==> src/rtl/lfsr_button_emulator.sv <==
// lfsr_button_emulator
// Drives NUM_BUTTONS bouncing button lines for debouncer stimulus. Press and
// release instants come from a 16-bit Galois LFSR. A force port requests
// directed presses and releases. Only one button is active at a time.
module lfsr_button_emulator #(
   parameter int          NUM_BUTTONS = 2,
   parameter int          IDX_W       = (NUM_BUTTONS > 1) ? $clog2(NUM_BUTTONS) : 1,
   parameter int          PERIOD_BITS = 8,
   parameter int          BOUNCE_MAX  = 2,
   parameter int          BOUNCE_LEN  = 3,
   parameter int          HOLD_CYCLES = 100,
   parameter logic [15:0] SEED        = 16'hACE1
) (
   input  logic                   clk,
   input  logic                   rst_n,
   input  logic                   en,
   input  logic                   force_valid,
   input  logic [IDX_W-1:0]       force_idx,
   output logic [NUM_BUTTONS-1:0] btn,
   output logic [IDX_W-1:0]       active_idx,
   output logic                   busy,
   output logic                   press_pulse,
   output logic                   release_pulse
);

   // One counter covers both the hold time and the position inside a bounce
   // half-period. A second counter counts completed half-periods.
   localparam int CNT_MAX = (HOLD_CYCLES > BOUNCE_LEN) ? HOLD_CYCLES : BOUNCE_LEN;
   localparam int CNT_W   = $clog2(CNT_MAX + 1);
   localparam int HALVES  = 2 * BOUNCE_MAX;
   localparam int HALF_W  = (HALVES > 1) ? $clog2(HALVES) : 1;

   localparam logic [CNT_W-1:0]  BL_LAST   = CNT_W'(BOUNCE_LEN - 1);
   localparam logic [CNT_W-1:0]  HOLD_DONE = CNT_W'(HOLD_CYCLES);
   localparam logic [HALF_W-1:0] HALF_LAST = HALF_W'((HALVES > 0) ? HALVES - 1 : 0);
   localparam logic [15:0]       SEED_EFF  = (SEED == 16'h0000) ? 16'h0001 : SEED;
   localparam logic [15:0]       TAPS      = 16'hB400;

   typedef enum logic [1:0] {
      IDLE,
      PRESS_BOUNCE,
      HELD,
      RELEASE_BOUNCE
   } state_e;

   state_e                   state_q, state_d;
   logic [15:0]              lfsr_q, lfsr_d, lfsr_shift;
   logic [CNT_W-1:0]         cnt_q, cnt_d;
   logic [HALF_W-1:0]        half_q, half_d;
   logic [NUM_BUTTONS-1:0]   btn_d;
   logic [IDX_W-1:0]         idx_d, rand_idx;
   logic                     busy_d, press_d, release_d;
   logic                     rand_fire, force_ok;

   // Single set bit at position i.
   function automatic logic [NUM_BUTTONS-1:0] onehot(input logic [IDX_W-1:0] i);
      logic [NUM_BUTTONS-1:0] v;
      v    = '0;
      v[0] = 1'b1;
      return v << i;
   endfunction

   assign lfsr_shift = {1'b0, lfsr_q[15:1]} ^ (lfsr_q[0] ? TAPS : 16'h0000);
   assign rand_fire  = (lfsr_q[PERIOD_BITS-1:0] == '0);
   assign force_ok   = force_valid && (32'(force_idx) < NUM_BUTTONS);
   assign rand_idx   = IDX_W'(32'(lfsr_q[15:8]) % NUM_BUTTONS);

   // Next-state and next-output decode; everything freezes while en is low
   // except the pulses, which always fall after one cycle.
   always_comb begin
      // NOTE: every variable gets a default before any branch, so no path leaves one unassigned and no latch is inferred.
      state_d   = state_q;
      lfsr_d    = lfsr_q;
      cnt_d     = cnt_q;
      half_d    = half_q;
      btn_d     = btn;
      idx_d     = active_idx;
      press_d   = 1'b0;
      release_d = 1'b0;
      if (en) begin
         lfsr_d = lfsr_shift;
         unique case (state_q)
            IDLE: begin
               btn_d = '0;
               if (force_ok || rand_fire) begin
                  idx_d  = force_ok ? force_idx : rand_idx;
                  btn_d  = onehot(idx_d);
                  cnt_d  = '0;
                  half_d = '0;
                  if (BOUNCE_MAX > 0) begin
                     state_d = PRESS_BOUNCE;
                  end else begin
                     state_d = HELD;
                     press_d = 1'b1;
                  end
               end
            end
            PRESS_BOUNCE, RELEASE_BOUNCE: begin
               if (cnt_q == BL_LAST) begin
                  cnt_d = '0;
                  btn_d = btn ^ onehot(active_idx);
                  if (half_q == HALF_LAST) begin
                     half_d = '0;
                     if (state_q == PRESS_BOUNCE) begin
                        state_d = HELD;
                        btn_d   = onehot(active_idx);
                        press_d = 1'b1;
                     end else begin
                        state_d   = IDLE;
                        btn_d     = '0;
                        release_d = 1'b1;
                     end
                  end else begin
                     half_d = half_q + HALF_W'(1);
                  end
               end else begin
                  cnt_d = cnt_q + CNT_W'(1);
               end
            end
            HELD: begin
               btn_d = onehot(active_idx);
               if (cnt_q != HOLD_DONE) begin
                  // Forces before the hold time is met fall through here and are dropped.
                  cnt_d = cnt_q + CNT_W'(1);
               end else if (force_valid || rand_fire) begin
                  cnt_d = '0;
                  btn_d = '0;
                  if (BOUNCE_MAX > 0) begin
                     state_d = RELEASE_BOUNCE;
                  end else begin
                     state_d   = IDLE;
                     release_d = 1'b1;
                  end
               end
            end
            default: ;
         endcase
      end
      busy_d = (state_d != IDLE);
   end

   // State, LFSR, counters and registered outputs; reset aborts immediately.
   always_ff @(posedge clk or negedge rst_n) begin
      // NOTE: non-blocking assignments so every register samples pre-edge values regardless of statement order.
      if (!rst_n) begin
         state_q       <= IDLE;
         lfsr_q        <= SEED_EFF;
         cnt_q         <= '0;
         half_q        <= '0;
         btn           <= '0;
         active_idx    <= '0;
         busy          <= 1'b0;
         press_pulse   <= 1'b0;
         release_pulse <= 1'b0;
      end else begin
         state_q       <= state_d;
         lfsr_q        <= lfsr_d;
         cnt_q         <= cnt_d;
         half_q        <= half_d;
         btn           <= btn_d;
         active_idx    <= idx_d;
         busy          <= busy_d;
         press_pulse   <= press_d;
         release_pulse <= release_d;
      end
   end

endmodule
==> config.mk <==
export PLATFORM = sky130hd
export DESIGN_NAME = lfsr_button_emulator
export DESIGN_NICKNAME = d
export VERILOG_FILES = /design/src/rtl/lfsr_button_emulator.sv
export SDC_FILE = /design/constraint.sdc
export NUM_CORES = 1
export LEC_CHECK = 0
export BUFFER_PORTS_ARGS = -buffer_cell sky130_fd_sc_hd__buf_2
export CORE_MARGIN = 2
export CORE_UTILIZATION = 30
export CTS_BUF_LIST = sky130_fd_sc_hd__clkbuf_4 sky130_fd_sc_hd__clkbuf_8
export CTS_CLUSTER_DIAMETER = 80
export CTS_CLUSTER_SIZE = 30
export DETAILED_ROUTE_END_ITERATION = 8
export SYNTH_ARGS = -nofsm -noshare
export SYNTH_HDL_FRONTEND = slang
export SYNTH_SLANG_ARGS = --single-unit
==> constraint.sdc <==
create_clock -name clk -period 5.65 [get_ports clk]
set_clock_uncertainty 0.2 [all_clocks]
set_input_delay 0.8475 -clock clk [delete_from_list [all_inputs] [get_ports clk]]
set_output_delay 0.8475 -clock clk [all_outputs]
set_load 0.01 [all_outputs]
After elaboration in Yosys (flattened, before gate mapping)

Cells that the tools add are included.

Flip-flop bits (word level): 33
Logic and storage cells: 67

Add/subtract/negate cells: 2
Equality and inequality tests: 8
Shift operators: 2
Muxes and demuxes: 35
Bitwise operators: 2
Reduce and logical (&&, ||, !) cells: 9

Operator list:

| kind                                                                  | number |
|---|---|
| 2-bit 2-to-1 mux                                                      | 16 |
| 7-bit 2-to-1 mux                                                      | 3 |
| 7-bit case mux with 3 select lines                                    | 1 |
| 16-bit 2-to-1 mux                                                     | 1 |
| 15-bit by 16-bit XOR with 16-bit output                               | 1 |
| 2-bit case mux with 3 select lines                                    | 2 |
| 1-bit 2-to-1 mux                                                      | 11 |
| 8-bit zero test                                                       | 1 |
| 7-bit by 1-bit adder with 7-bit output, second input constant         | 1 |
| 7-bit by 2-bit equality test with 1-bit output, second input constant | 1 |
| 7-bit inequality test, second input constant                          | 1 |
| 2-bit equality test, second input constant                            | 3 |
| 2-bit inequality test, second input constant                          | 2 |
| 2-bit case mux with 2 select lines                                    | 1 |
| 4-bit AND reduction                                                   | 1 |
| 2-bit nonzero test                                                    | 2 |
| 1-bit by 1-bit left shift with 2-bit output, first input constant     | 2 |
| 3-bit AND reduction                                                   | 1 |
| 2-bit by 1-bit adder with 2-bit output, second input constant         | 1 |
| 2-bit by 1-bit equality test with 1-bit output, second input constant | 1 |
| 2-bit zero test                                                       | 1 |
| 2-bit AND reduction                                                   | 1 |
| 2-bit OR reduction                                                    | 1 |
| 2-bit XOR                                                             | 1 |
| 1-bit logical OR                                                      | 1 |

Logic depth before layout (Yosys ltp)

Gate-level depths: netlist of the first run.

Depth in word-level cells: 7
Gate-level depth with buffers: 6
Depth with buffers taken out: 6

Worst setup path before layout of the first run

Ideal clock, no wire load.

Path kind: register to register
Start point: register cnt_q[0]
End point: register busy
Setup time: 0.127 ns
Data arrival time: 1.522 ns
Data required time: 5.323 ns
Setup slack: 3.801 ns
Stages on the path, launching flop included: 7
Clock period less this slack: 1.849 ns
Cells stage by stage: dfrtp_1 > inv_1 > ha_1 > or4b_4 > nor3_2 > and2_2 > a21oi_1

Longest elaborated chain between the ends: 5
Elaborated cells on any way between the ends: 7

Ends and longest elaborated chain:

| item                                                                                    | line    | RTL |
|---|---|---|
| start: declaration                                                                      | 48      | `logic [CNT_W-1:0] cnt_q, cnt_d;` |
| start signal: assignment                                                                | 158     | `cnt_q <= cnt_d;` |
| 7-bit inequality test or 7-bit by 2-bit equality test with 1-bit output (tied branches) | 122, 99 |  |
| 2-bit 2-to-1 mux, on equally long branches                                              | 122, 99 |  |
| 2-bit case mux with 3 select lines *                                                    | 82      | `unique case (state_q)` |
| 2-bit 2-to-1 mux *                                                                      | 80      | `if (en) begin` |
| 2-bit nonzero test *                                                                    | 139     | `busy_d = (state_d != IDLE);` |
| via busy_d                                                                              | 52      | `logic busy_d, press_d, release_d;` |
| end signal: assignment                                                                  | 162     | `busy <= busy_d;` |
| end: declaration                                                                        | 21      | `output logic busy,` |

Mark *: on every way through the listed nets, which the timed path passes. The rest lies on a longest branch.
A chain may end at the register's enable or synchronous reset.

Final worst setup path of the first run

Start point: input en
End point: register btn[0]

Longest elaborated chain between the ends: 1

Ends and longest elaborated chain:

| item                                 | line | RTL |
|---|---|---|
| start: declaration                   | 16   | `input logic en,` |
| 2-bit AND reduction (no source line) | -    |  |
| end signal: assignment               | 160  | `btn <= btn_d;` |
| end: declaration                     | 19   | `output logic [NUM_BUTTONS-1:0] btn,` |

No other way between the ends.

==> results.json, run 1 <==
{
  "grt_max_degree": 34,
  "critPathLaunchType": "input port",
  "final_hold_viol_count": 0,
  "max-slew-margin-rel_pct": 50.32,
  "drc_errors": 0,
  "hold_class": "reg2reg",
  "min_period_over_period_pct": 39.88,
  "slowest_delay_ns": 0.50,
  "grt.total_usage_pct": 11.77,
  "critPathCaptureType": "flop",
  "fin_tns_setup_ns": 0,
  "crit_path_max_fanout": 32,
  "rows": 27,
  "synth.net_count": 166,
  "netlist_area_um2": 1748,
  "clk_transition_reported_paths_ns": 0.08,
  "cp.arrival_ns": 2.26,
  "clock_sinks": 33,
  "fin_nets": 177,
  "core_um2": 5574,
  "status": "complete, no violations",
  "final_cells": 241,
  "cts_buffers": 5,
  "antenna_found_initial": 0,
  "vdd_drop_max_mv": 0.1146,
  "rrSetupSlack_ns": 3.62,
  "area_growth_syn_to_layout_pct": 11.45,
  "placed_cells": 233,
  "fp.dieH_um": 80.33,
  "die-area_um2": 6453,
  "ctsHoldBuffers": 0,
  "postPlaceCellArea_um2": 1862,
  "yosysUniqueCellTypes": 45,
  "synth_warnings": 0,
  "grt_pass1_wl_mm": 5.699,
  "power_density_nw_per_um2": 394.1,
  "cts_resized": 0,
  "tritoncts": "yes",
  "drv_slew": 0,
  "clk_path_buf_depth": 2,
  "postRouteAntennaNets": 0,
  "required_ns": 5.66,
  "cts_root_buf": "clkbuf_8",
  "netlist_instances": 157,
  "fillCellCount": 553,
  "drt_wl_total_mm": 3.328,
  "critical_path_class": "in2reg",
  "crit_family": "buffers and inverters",
  "avgViaCountPerCell": 5.012,
  "path_buf_inv": 2,
  "grt-ovfl-total": 0,
  "ys_seq_elements": 33,
  "vias": 1208,
  "ys.flop_type": "dfrtp_1",
  "avgRoutedWirePerCell_um": 13.81,
  "clock_latency_ns": 0.29,
  "hpwl_mm": 2.238,
  "post_cts_buffers": 0,
  "cp_cell_sequence": "buf_2 > inv_1 > o31ai_4 > nor2_1 > a31oi_1",
  "slowest_stage": "buf_2",
  "ys_seq_area_share_pct": 47.82,
  "max_freq_mhz": 443.8,
  "fin_area_um2": 1948,
  "rsz0062_at_grt": "no",
  "layout_min_cycle_time_ns": 2.253,
  "dr.first_iter.drc_count": 50,
  "worst_slew_pin_slew_ns": 0.7452,
  "synth.avg_cell_area_um2": 11.13,
  "maxCapViolations": 0,
  "grt_pass1_vias": 1173,
  "synth_edf_count": 0,
  "leakage_nw": 0.7965,
  "p_total_w": 0.0007677,
  "fp.dieW_um": 80.33,
  "drtPass1Iterations": 4,
  "antenna_cells": 0,
  "synthArstFlopShare_pct": 100.0,
  "place.port_buffers": 10,
  "htree_levels": 2,
  "initial_core_util_pct": 31.36,
  "drive_above_1_share_pct": 30.77,
  "ios": 11,
  "setup_viol": 0,
  "place.gp.congestion": 0.7680
}
-- power by group --
group	internal, W	switching [W]
clock network	0.0000902	0.0000910
logic	0.0000971	0.0000700
registers	0.000334	0.0000853
total	0.000522	0.000246
-- synth_stat cells (2+ instances only) --
library cell | count | area, um^2
a31oi_1 | 2 | 12.51
inv_1 | 9 | 33.78
clkbuf_1 | 2 | 7.510
o211ai_1 | 2 | 15.01
xnor2_1 | 4 | 35.03
nand2b_1 | 3 | 18.77
nand2_1 | 4 | 15.01
and4_1 | 2 | 17.52
nor4_1 | 2 | 12.51
nor2_1 | 12 | 45.04
dfstp_2 | 8 | 210.2
dfrtp_1 | 25 | 625.6
xor2_1 | 2 | 17.52
o2bb2ai_1 | 3 | 26.28
a21oi_1 | 12 | 60.06
nand3_1 | 5 | 25.02
o31ai_4 | 2 | 42.54
buf_2 | 3 | 15.01
nor3_1 | 5 | 25.02
ha_1 | 4 | 50.05
a22o_1 | 2 | 17.52
o21ai_0 | 5 | 25.02
o221ai_1 | 2 | 17.52
mux2_2 | 16 | 180.2
-- worst paths after layout --
kind | startpoint | to | cells after the start
max | en | btn[0]$_DFFE_PN0P_ | 5
max reg2reg | cnt_q[0]$_DFFE_PN0P_ | cnt_q[1]$_DFFE_PN0P_ | 6
min in group asynchronous | rst_n | press_pulse$_DFF_PN0_ | 1
min | lfsr_q[13]$_DFFE_PN1P_ | lfsr_q[13]$_DFFE_PN1P_ | 2
max in group asynchronous | rst_n | cnt_q[1]$_DFFE_PN0P_ | 1
min reg2reg | lfsr_q[13]$_DFFE_PN1P_ | lfsr_q[13]$_DFFE_PN1P_ | 2
-- tightest hold or removal path: cells and delay by family, from the launching register on --
family / cells / cell delay, ns
DFF: 1 / 0.37
and+or+nand+nor: 1 / 0.08
AOI/OAI and AO/OA: 1 / 0.04
-- through the flow --
| step | hold WS, ns | setup slack (ns) | util, % |
|---|---|---|---|
| CTS | 0.2998 | 3.413 | 34.95 |
| detailed placement | 0.2895 | 3.109 | 33.40 |
| global placement | 0.2841 | 3.188 | 33.40 |
| global route | 0.3182 | 3.261 | 34.95 |
| finish | 0.2966 | 3.397 | 34.95 |
| floorplan | 0.2649 | 3.801 | - |
-- layout by cell type, fill, tap and decap left out, types with 3 or more instances in the layout --
cell type / Yosys / final
mux2_2: 16 / 16
xnor2_1: 4 / 4
o21ai_0: 5 / 5
dfrtp_1: 25 / 25
inv_1: 9 / 9
clkbuf_8: 0 / 5
nand2b_1: 3 / 3
nand2_1: 4 / 4
ha_1: 4 / 4
buf_2: 3 / 10
nand3_1: 5 / 5
a21oi_1: 12 / 12
nor3_1: 5 / 5
o2bb2ai_1: 3 / 3
dfstp_2: 8 / 8
nor2_1: 12 / 12
-- logic make-up after synthesis --
logic type	after synthesis	share of synthesized area, %
compound gates	41	17.47
xor+xnor	6	3.006
fa+ha+maj	4	2.863
buf+inv	15	3.435
flops	33	47.82
mux	16	10.31
simple gates	42	15.10
-- registers in the layout (all words and copies together) (netlist names) --
register,cells
lfsr_q,16
cnt_q,7
btn,2
half_q,2
state_q,2
active_idx,1
busy,1
press_pulse,1
release_pulse,1
-- per-layer routing --
metal / share of wire, % / track usage, % / vias to the layer above
li1: - / - / 599
met1: 49 / 15.00 / 579
met2: 45 / 17.75 / 26
met3: 5.0 / 4.045 / 4
met4: 0.81 / 5.593 / 0
met5: 0 / 0 / -
-- final cells by class --
type | count | area [um^2] | area share [%]
Clock inverter | 2 | 10.01 | 0.5138
Inverter | 9 | 33.78 | 1.734
Timing Repair Buffer | 10 | 50.05 | 2.569
Sequential cell | 33 | 835.8 | 42.90
Clock buffer | 6 | 76.32 | 3.918
Tap cell | 72 | 90.09 | 4.624
Multi-Input combinational cell | 109 | 852.1 | 43.74
Power figures use the tool's default switching activity.
==> run 2, diff against run 1 <==
==> constraint.sdc (replaced) <==
create_clock -name clk -period 1.9 [get_ports clk]
set_clock_uncertainty 0.2 [all_clocks]
set_input_delay 0.285 -clock clk [delete_from_list [all_inputs] [get_ports clk]]
set_output_delay 0.285 -clock clk [all_outputs]
set_load 0.01 [all_outputs]
==> run 2 against run 1 <==
  * Power grew to 3.3 times the previous value
  * Clock-buffer cell count is 1 higher
  * Routed wire length is 6.3% higher
  * Via count rose by 5.5%
  * Highest routed layer unchanged
==> results.json, run 2 (same netlist as run 1, synthesis figures left out) <==
{
  "status": "complete, no violations",
  "rsz0062_at_grt": "yes",
  "max_freq_mhz": 530.5,
  "area_growth_syn_to_layout_pct": 22.98,
  "slowest_delay_ns": 0.50,
  "cp.arrival_ns": 1.89,
  "ios": 11,
  "slowest_stage": "or4b_4",
  "place.gp.congestion": 0.7656,
  "reg2reg_from": "cnt_q[0]$_DFFE_PN0P_",
  "grt.total_usage_pct": 12.32,
  "worst_slack_ns": 0.01501,
  "drtPass1Iterations": 4,
  "vias": 1275,
  "vdd_drop_max_mv": 0.3558,
  "crit_path_max_fanout": 4,
  "max-slew-margin-rel_pct": 72.00,
  "antenna_cells": 0,
  "drt_wl_total_mm": 3.536,
  "critPathCaptureType": "flop",
  "hpwl_mm": 2.426,
  "final_util_pct": 38.56,
  "power_density_nw_per_um2": 1187,
  "avgRoutedWirePerCell_um": 13.71,
  "grt_pass1_wl_mm": 6.009,
  "cts_root_buf": "clkbuf_8",
  "layout_commonest_cell": "dfrtp_1",
  "layout_min_cycle_time_ns": 1.885,
  "antenna_found_initial": 0,
  "initial_core_util_pct": 31.36,
  "min_period_over_period_pct": 99.21,
  "grt_max_degree": 34,
  "clock_latency_ns": 0.29,
  "crit_family": "simple AND/OR/NAND/NOR gates",
  "leakage_nw": 0.9037,
  "fin_nets": 194,
  "setup_viol": 0,
  "drc_errors": 0,
  "clock_sinks": 33,
  "hold_class": "in2reg",
  "maxCapViolations": 0,
  "fp.dieW_um": 80.33,
  "mostFrequentLayoutCells": "25 x dfrtp_1, 16 x mux2_2, 15 x buf_4",
  "placed_cells": 247,
  "rows": 27,
  "place_ws_ns": 0.01800,
  "cts_buffers": 5,
  "htree_levels": 2,
  "fp.dieH_um": 80.33,
  "drv_slew": 0,
  "p_total_w": 0.002552,
  "clk_transition_reported_paths_ns": 0.07,
  "final_cells": 258,
  "die-area_um2": 6453,
  "critPathLaunchType": "flop",
  "clk_path_buf_depth": 2,
  "grt_pass1_vias": 1236,
  "largest-register": "lfsr_q",
  "reg.largest.list": "lfsr_q (16), cnt_q (7)",
  "tritoncts": "yes",
  "fillCellCount": 545,
  "core_um2": 5574,
  "cp_cell_sequence": "inv_2 > ha_2 > or4b_4 > o31ai_4 > nor2_1 > a31oi_1",
  "worst_slew_pin_slew_ns": 0.4201,
  "required_ns": 1.91,
  "drive_above_1_share_pct": 39.78,
  "crit_start": "cnt_q[0]$_DFFE_PN0P_",
  "critical_path_class": "reg2reg",
  "place.port_buffers": 10,
  "avgViaCountPerCell": 4.942,
  "path_buf_inv": 1,
  "min_from": "en",
  "final_hold_viol_count": 0,
  "grt-ovfl-total": 0,
  "postRouteAntennaNets": 0,
  "dr.first_iter.drc_count": 47,
  "largest_register_ff_count": 16
}
## run 2: cell count changes in the layout (fill, tap and decap cells not counted), moves of 2 or more
cell,change
a21oi_2,+2
clkinv_2,-2
buf_4,+15
a21oi_1,-2
## run 2: final timing paths
path / slack (ns) / cells past startpoint / end
setup / recovery: 0.02 / 6 / btn[1]$_DFFE_PN0P_
hold / removal: 0.17 / 2 / cnt_q[1]$_DFFE_PN0P_
setup reg to reg: 0.02 / 6 / btn[1]$_DFFE_PN0P_
hold reg to reg: 0.29 / 2 / lfsr_q[10]$_DFFE_PN1P_
max in group asynchronous: 0.82 / 3 / lfsr_q[0]$_DFFE_PN1P_
min in group asynchronous: 0.34 / 3 / cnt_q[5]$_DFFE_PN0P_
## run 2: area by class of cell
type	instances	area [um^2]	share of cell area, %
multi-input cells	109	877.1	40.80
flip-flops and latches	33	835.8	38.88
repair buffers	27	192.7	8.964
clock buffers	7	90.09	4.191
well taps	72	90.09	4.191
inverters	9	33.78	1.572
clock inverters	1	30.03	1.397
## run 2: worst register-to-register path: stages (launching register included)
cell	delay, ns
dfrtp_1	0.39
inv_2	0.07
ha_2	0.17
or4b_4	0.50
o31ai_4	0.26
nor2_1	0.07
a31oi_1	0.14
## run 2: what timing repair did
item	4_1_cts	5_1_grt
gates resized for setup	1	6
buffers inserted	0	2
setup endpoints to repair	1	7
gates cloned	0	0
endpoints found under the hold margin	25	0
hold buffers	1	0
pin swaps	0	4
## run 2: through the flow
step           TNS [ns]  area (um^2)  hold WS, ns
3_3_place_gp          0         1979       0.1327
4_1_cts               0         2116       0.1737
2_1_floorplan         0         1748      -0.2106
5_1_grt        -0.08208         2150       0.1805
6_report              0         2150       0.1729
3_5_place_dp          0         1979       0.1370
## run 2: report_power, final
group	leakage [nW]	internal [W]	switching, W
clock network	0.0619	0.000442	0.000256
registers	0.366	0.000994	0.000232
logic	0.476	0.000361	0.000267
total	0.904	0.00180	0.000755
## run 2: routing by layer
layer | up-vias | global-route usage (%) | wire, um
li1 | 636 | - | -
met2 | 18 | 18.92 | 1638
met4 | 0 | 5.085 | 57
met1 | 615 | 15.66 | 1696
met3 | 6 | 4.382 | 144
met5 | - | 0 | 0
==> run 3, diff against run 2 <==
--- a/config.mk
+++ b/config.mk
@@ -5,6 +5,7 @@
 export SDC_FILE = /design/constraint.sdc
 export NUM_CORES = 1
 export LEC_CHECK = 0
+export ABC_AREA = 1
 export BUFFER_PORTS_ARGS = -buffer_cell sky130_fd_sc_hd__buf_2
 export CORE_MARGIN = 2
 export CORE_UTILIZATION = 30
==> run 3 against run 2 <==
  * Global-route usage shrank 0.10 points
  * Sequential power shrank 11%
  * Critical path type unchanged
  * Worst hold slack lost 0.086 ns
  * Routed wire length shrank 4.2%
  * Critical endpoint is now cnt_q[2]$_DFFE_PN0P_
  * Flip-flop and latch count is the same
  * Power shrank 8.0%
  * Maximum frequency grew 11%
  * Final cell count grew 22%
  * Critical path depth grew 6
  * Core utilization shrank 2.7 points
==> results.json, run 3 <==
{
  "final_hold_viol_count": 0,
  "drv_slew": 0,
  "avgRoutedWirePerCell_um": 10.78,
  "netlist_area_um2": 1767,
  "clk_transition_reported_paths_ns": 0.07,
  "avgViaCountPerCell": 4.392,
  "slowest_delay_ns": 0.44,
  "status": "complete, no violations",
  "power_switching_w": 0.0007782,
  "dr.first_iter.drc_count": 89,
  "mostFrequentLayoutCells": "66 x nand2_1, 24 x inv_1, 24 x nor2_1, 24 x dfrtp_1, 18 x o21ai_0",
  "layout_min_cycle_time_ns": 1.702,
  "max_freq_mhz": 587.6,
  "worst_slack_ns": 0.1983,
  "critPathLaunchType": "flop",
  "yosysMostFrequentCell": "nand2_1",
  "cts_root_buf": "clkbuf_8",
  "power_frac_comb_pct": 25.6,
  "critPathCaptureType": "flop",
  "maxCapViolations": 0,
  "cts_buffers": 5,
  "required_ns": 1.89,
  "antenna_found_initial": 0,
  "synth_top_area_share_pct": 35.41,
  "yosys.area_share.simple_pct": 31.02,
  "grt_pass1_wl_mm": 5.975,
  "seq_power_share_pct": 46.3,
  "rows": 27,
  "clockPowerShare_pct": 28.1,
  "crit_path_max_fanout": 6,
  "antenna_cells": 0,
  "vdd_drop_max_mv": 0.5428,
  "synthArstFlopShare_pct": 100.0,
  "synth_warnings": 0,
  "netlist_instances": 226,
  "rsz0062_at_grt": "no",
  "worst_slew_pin_slew_ns": 0.4152,
  "yosysUniqueCellTypes": 26,
  "largest-register": "lfsr_q",
  "clock_sinks": 33,
  "die-area_um2": 6519,
  "synthMuxAreaShare_pct": 0,
  "power_density_nw_per_um2": 1169,
  "synth_fa_ha_area_share_pct": 2.833,
  "setup_viol": 0,
  "clk_path_buf_depth": 2,
  "synth.net_count": 235,
  "synth_top_cells_by_area": "dfrtp_1 35%, nand2_1 14%, dfstp_2 12%",
  "place_ws_ns": 0.1854,
  "critical_path_class": "reg2reg",
  "min_period_over_period_pct": 89.56,
  "drtPass1Iterations": 4,
  "ys_seq_area_share_pct": 47.31,
  "area_growth_syn_to_layout_pct": 13.74,
  "yosys.area.top_type": "dfrtp_1",
  "grt_max_degree": 34,
  "drive_above_1_share_pct": 21.49,
  "hold_class": "in2reg",
  "cp.arrival_ns": 1.69,
  "max-slew-margin-rel_pct": 72.32,
  "largest_register_ff_count": 16,
  "tritoncts": "yes",
  "core_um2": 5608,
  "leakage_nw": 0.9786,
  "clock_latency_ns": 0.29,
  "p_int_w": 0.001570,
  "ys_seq_elements": 33,
  "grt-ovfl-total": 0,
  "path_buf_inv": 4,
  "synth.top_cells.by_count": "66 x nand2_1, 26 x inv_1, 25 x dfrtp_1, 25 x nor2_1, 18 x o21ai_0",
  "slowest_stage": "dfrtp_2",
  "hpwl_mm": 2.435,
  "postRouteAntennaNets": 0,
  "sw_frac_of_total_pct": 33.14,
  "ios": 11,
  "synth-compound-area-share_pct": 8.144,
  "htree_levels": 2,
  "drc_errors": 0,
  "fp.dieW_um": 80.74,
  "drt_wl_total_mm": 3.386,
  "reg.largest.list": "lfsr_q (16), cnt_q (7)",
  "synth.avg_cell_area_um2": 7.817,
  "layout_commonest_cell": "nand2_1",
  "synth_xor_area_share_pct": 1.983,
  "fp.dieH_um": 80.74,
  "crit_family": "simple AND/OR/NAND/NOR gates",
  "synth_top_family_by_area": "simple AND/OR/NAND/NOR gates",
  "hold_slack_ns": 0.08702,
  "fin_nets": 250,
  "initial_core_util_pct": 31.50,
  "ys.flop_type": "dfrtp_1",
  "cp_cell_sequence": "inv_2 > ha_1 > inv_1 > nor2_1 > nand3_2 > nand2_2 > buf_4 > nand2_4 > nand2_1 > nand3_1 > nand2_1 > inv_1",
  "grt_pass1_vias": 1349,
  "place.gp.congestion": 0.8203,
  "vias": 1379,
  "place.port_buffers": 10,
  "grt.total_usage_pct": 12.22,
  "synth_edf_count": 0,
  "fin_tns_setup_ns": 0
}
-- run 3: worst paths after layout --
| path | cells past startpoint | endpoint | slack (ns) | from |
|---|---|---|---|---|
| setup / recovery | 12 | cnt_q[2]$_DFFE_PN0P_ | 0.20 | cnt_q[0]$_DFFE_PN0P_ |
| hold reg to reg | 2 | lfsr_q[11]$_DFFE_PN1P_ | 0.27 | lfsr_q[11]$_DFFE_PN1P_ |
| max in group asynchronous | 3 | lfsr_q[13]$_DFFE_PN1P_ | 0.81 | rst_n |
| min in group asynchronous | 3 | lfsr_q[8]$_DFFE_PN0P_ | 0.36 | rst_n |
| hold / removal | 3 | lfsr_q[11]$_DFFE_PN1P_ | 0.09 | en |
| setup reg to reg | 12 | cnt_q[2]$_DFFE_PN0P_ | 0.20 | cnt_q[0]$_DFFE_PN0P_ |
-- run 3: layer usage --
layer / vias to the layer above / global-route usage, % / part of all wire [%]
met5: - / 0 / 0
met4: 0 / 5.085 / 1.9
met3: 5 / 3.667 / 2.5
met2: 11 / 21.17 / 49
met1: 630 / 14.08 / 47
li1: 733 / - / -
-- run 3: cells by family after synthesis --
| group | Yosys count |
|---|---|
| AO/OA/AOI/OAI | 28 |
| XOR/XNOR | 4 |
| adder cells (fa/ha/maj) | 4 |
| buffers and inverters | 34 |
| flip-flops | 33 |
| AND/OR/NAND/NOR | 123 |
-- run 3: tightest hold or removal path, stage by stage --
cell     delay, ns
buf_2         0.16
nand2_1       0.07
nand2_1       0.05
-- run 3: final cells by class --
class	count	area (um^2)
timing repair buffer	15	90.09
multi-input combinational	159	779.5
clock inverter	2	35.03
fill	617	3598
clock buffer	6	76.32
inverter	27	101.3
tap	72	90.09
sequential	33	837.1
-- run 3: metrics by stage --
stage / std cells / instance area [um^2] / power (W) / util [%]
after floorplan: 226 / 1767 / 0.001556 / -
after global placement: 304 / 1877 / 0.001681 / 33.47
after detailed placement: 304 / 1877 / 0.001697 / 33.47
after CTS: 313 / 1998 / 0.002374 / 35.63
after global routing: 314 / 2009 / 0.002548 / 35.83
final: 314 / 2009 / 0.002349 / 35.83
-- run 3: power by group through the flow --
stage               Sequential, W  Clock (W)  Combinational [W]
floorplan                 0.00105          0           0.000503
global placement          0.00110          0           0.000584
detailed placement        0.00110          0           0.000600
CTS                       0.00109   0.000681           0.000606
global route              0.00112   0.000719           0.000706
finish                    0.00109   0.000660           0.000601
-- run 3: what timing repair did --
item	in CTS	in global routing
setup endpoints to repair	0	4
resized for setup	0	4
setup buffers	0	1
hold buffers	1	0
hold endpoints to repair	25	0
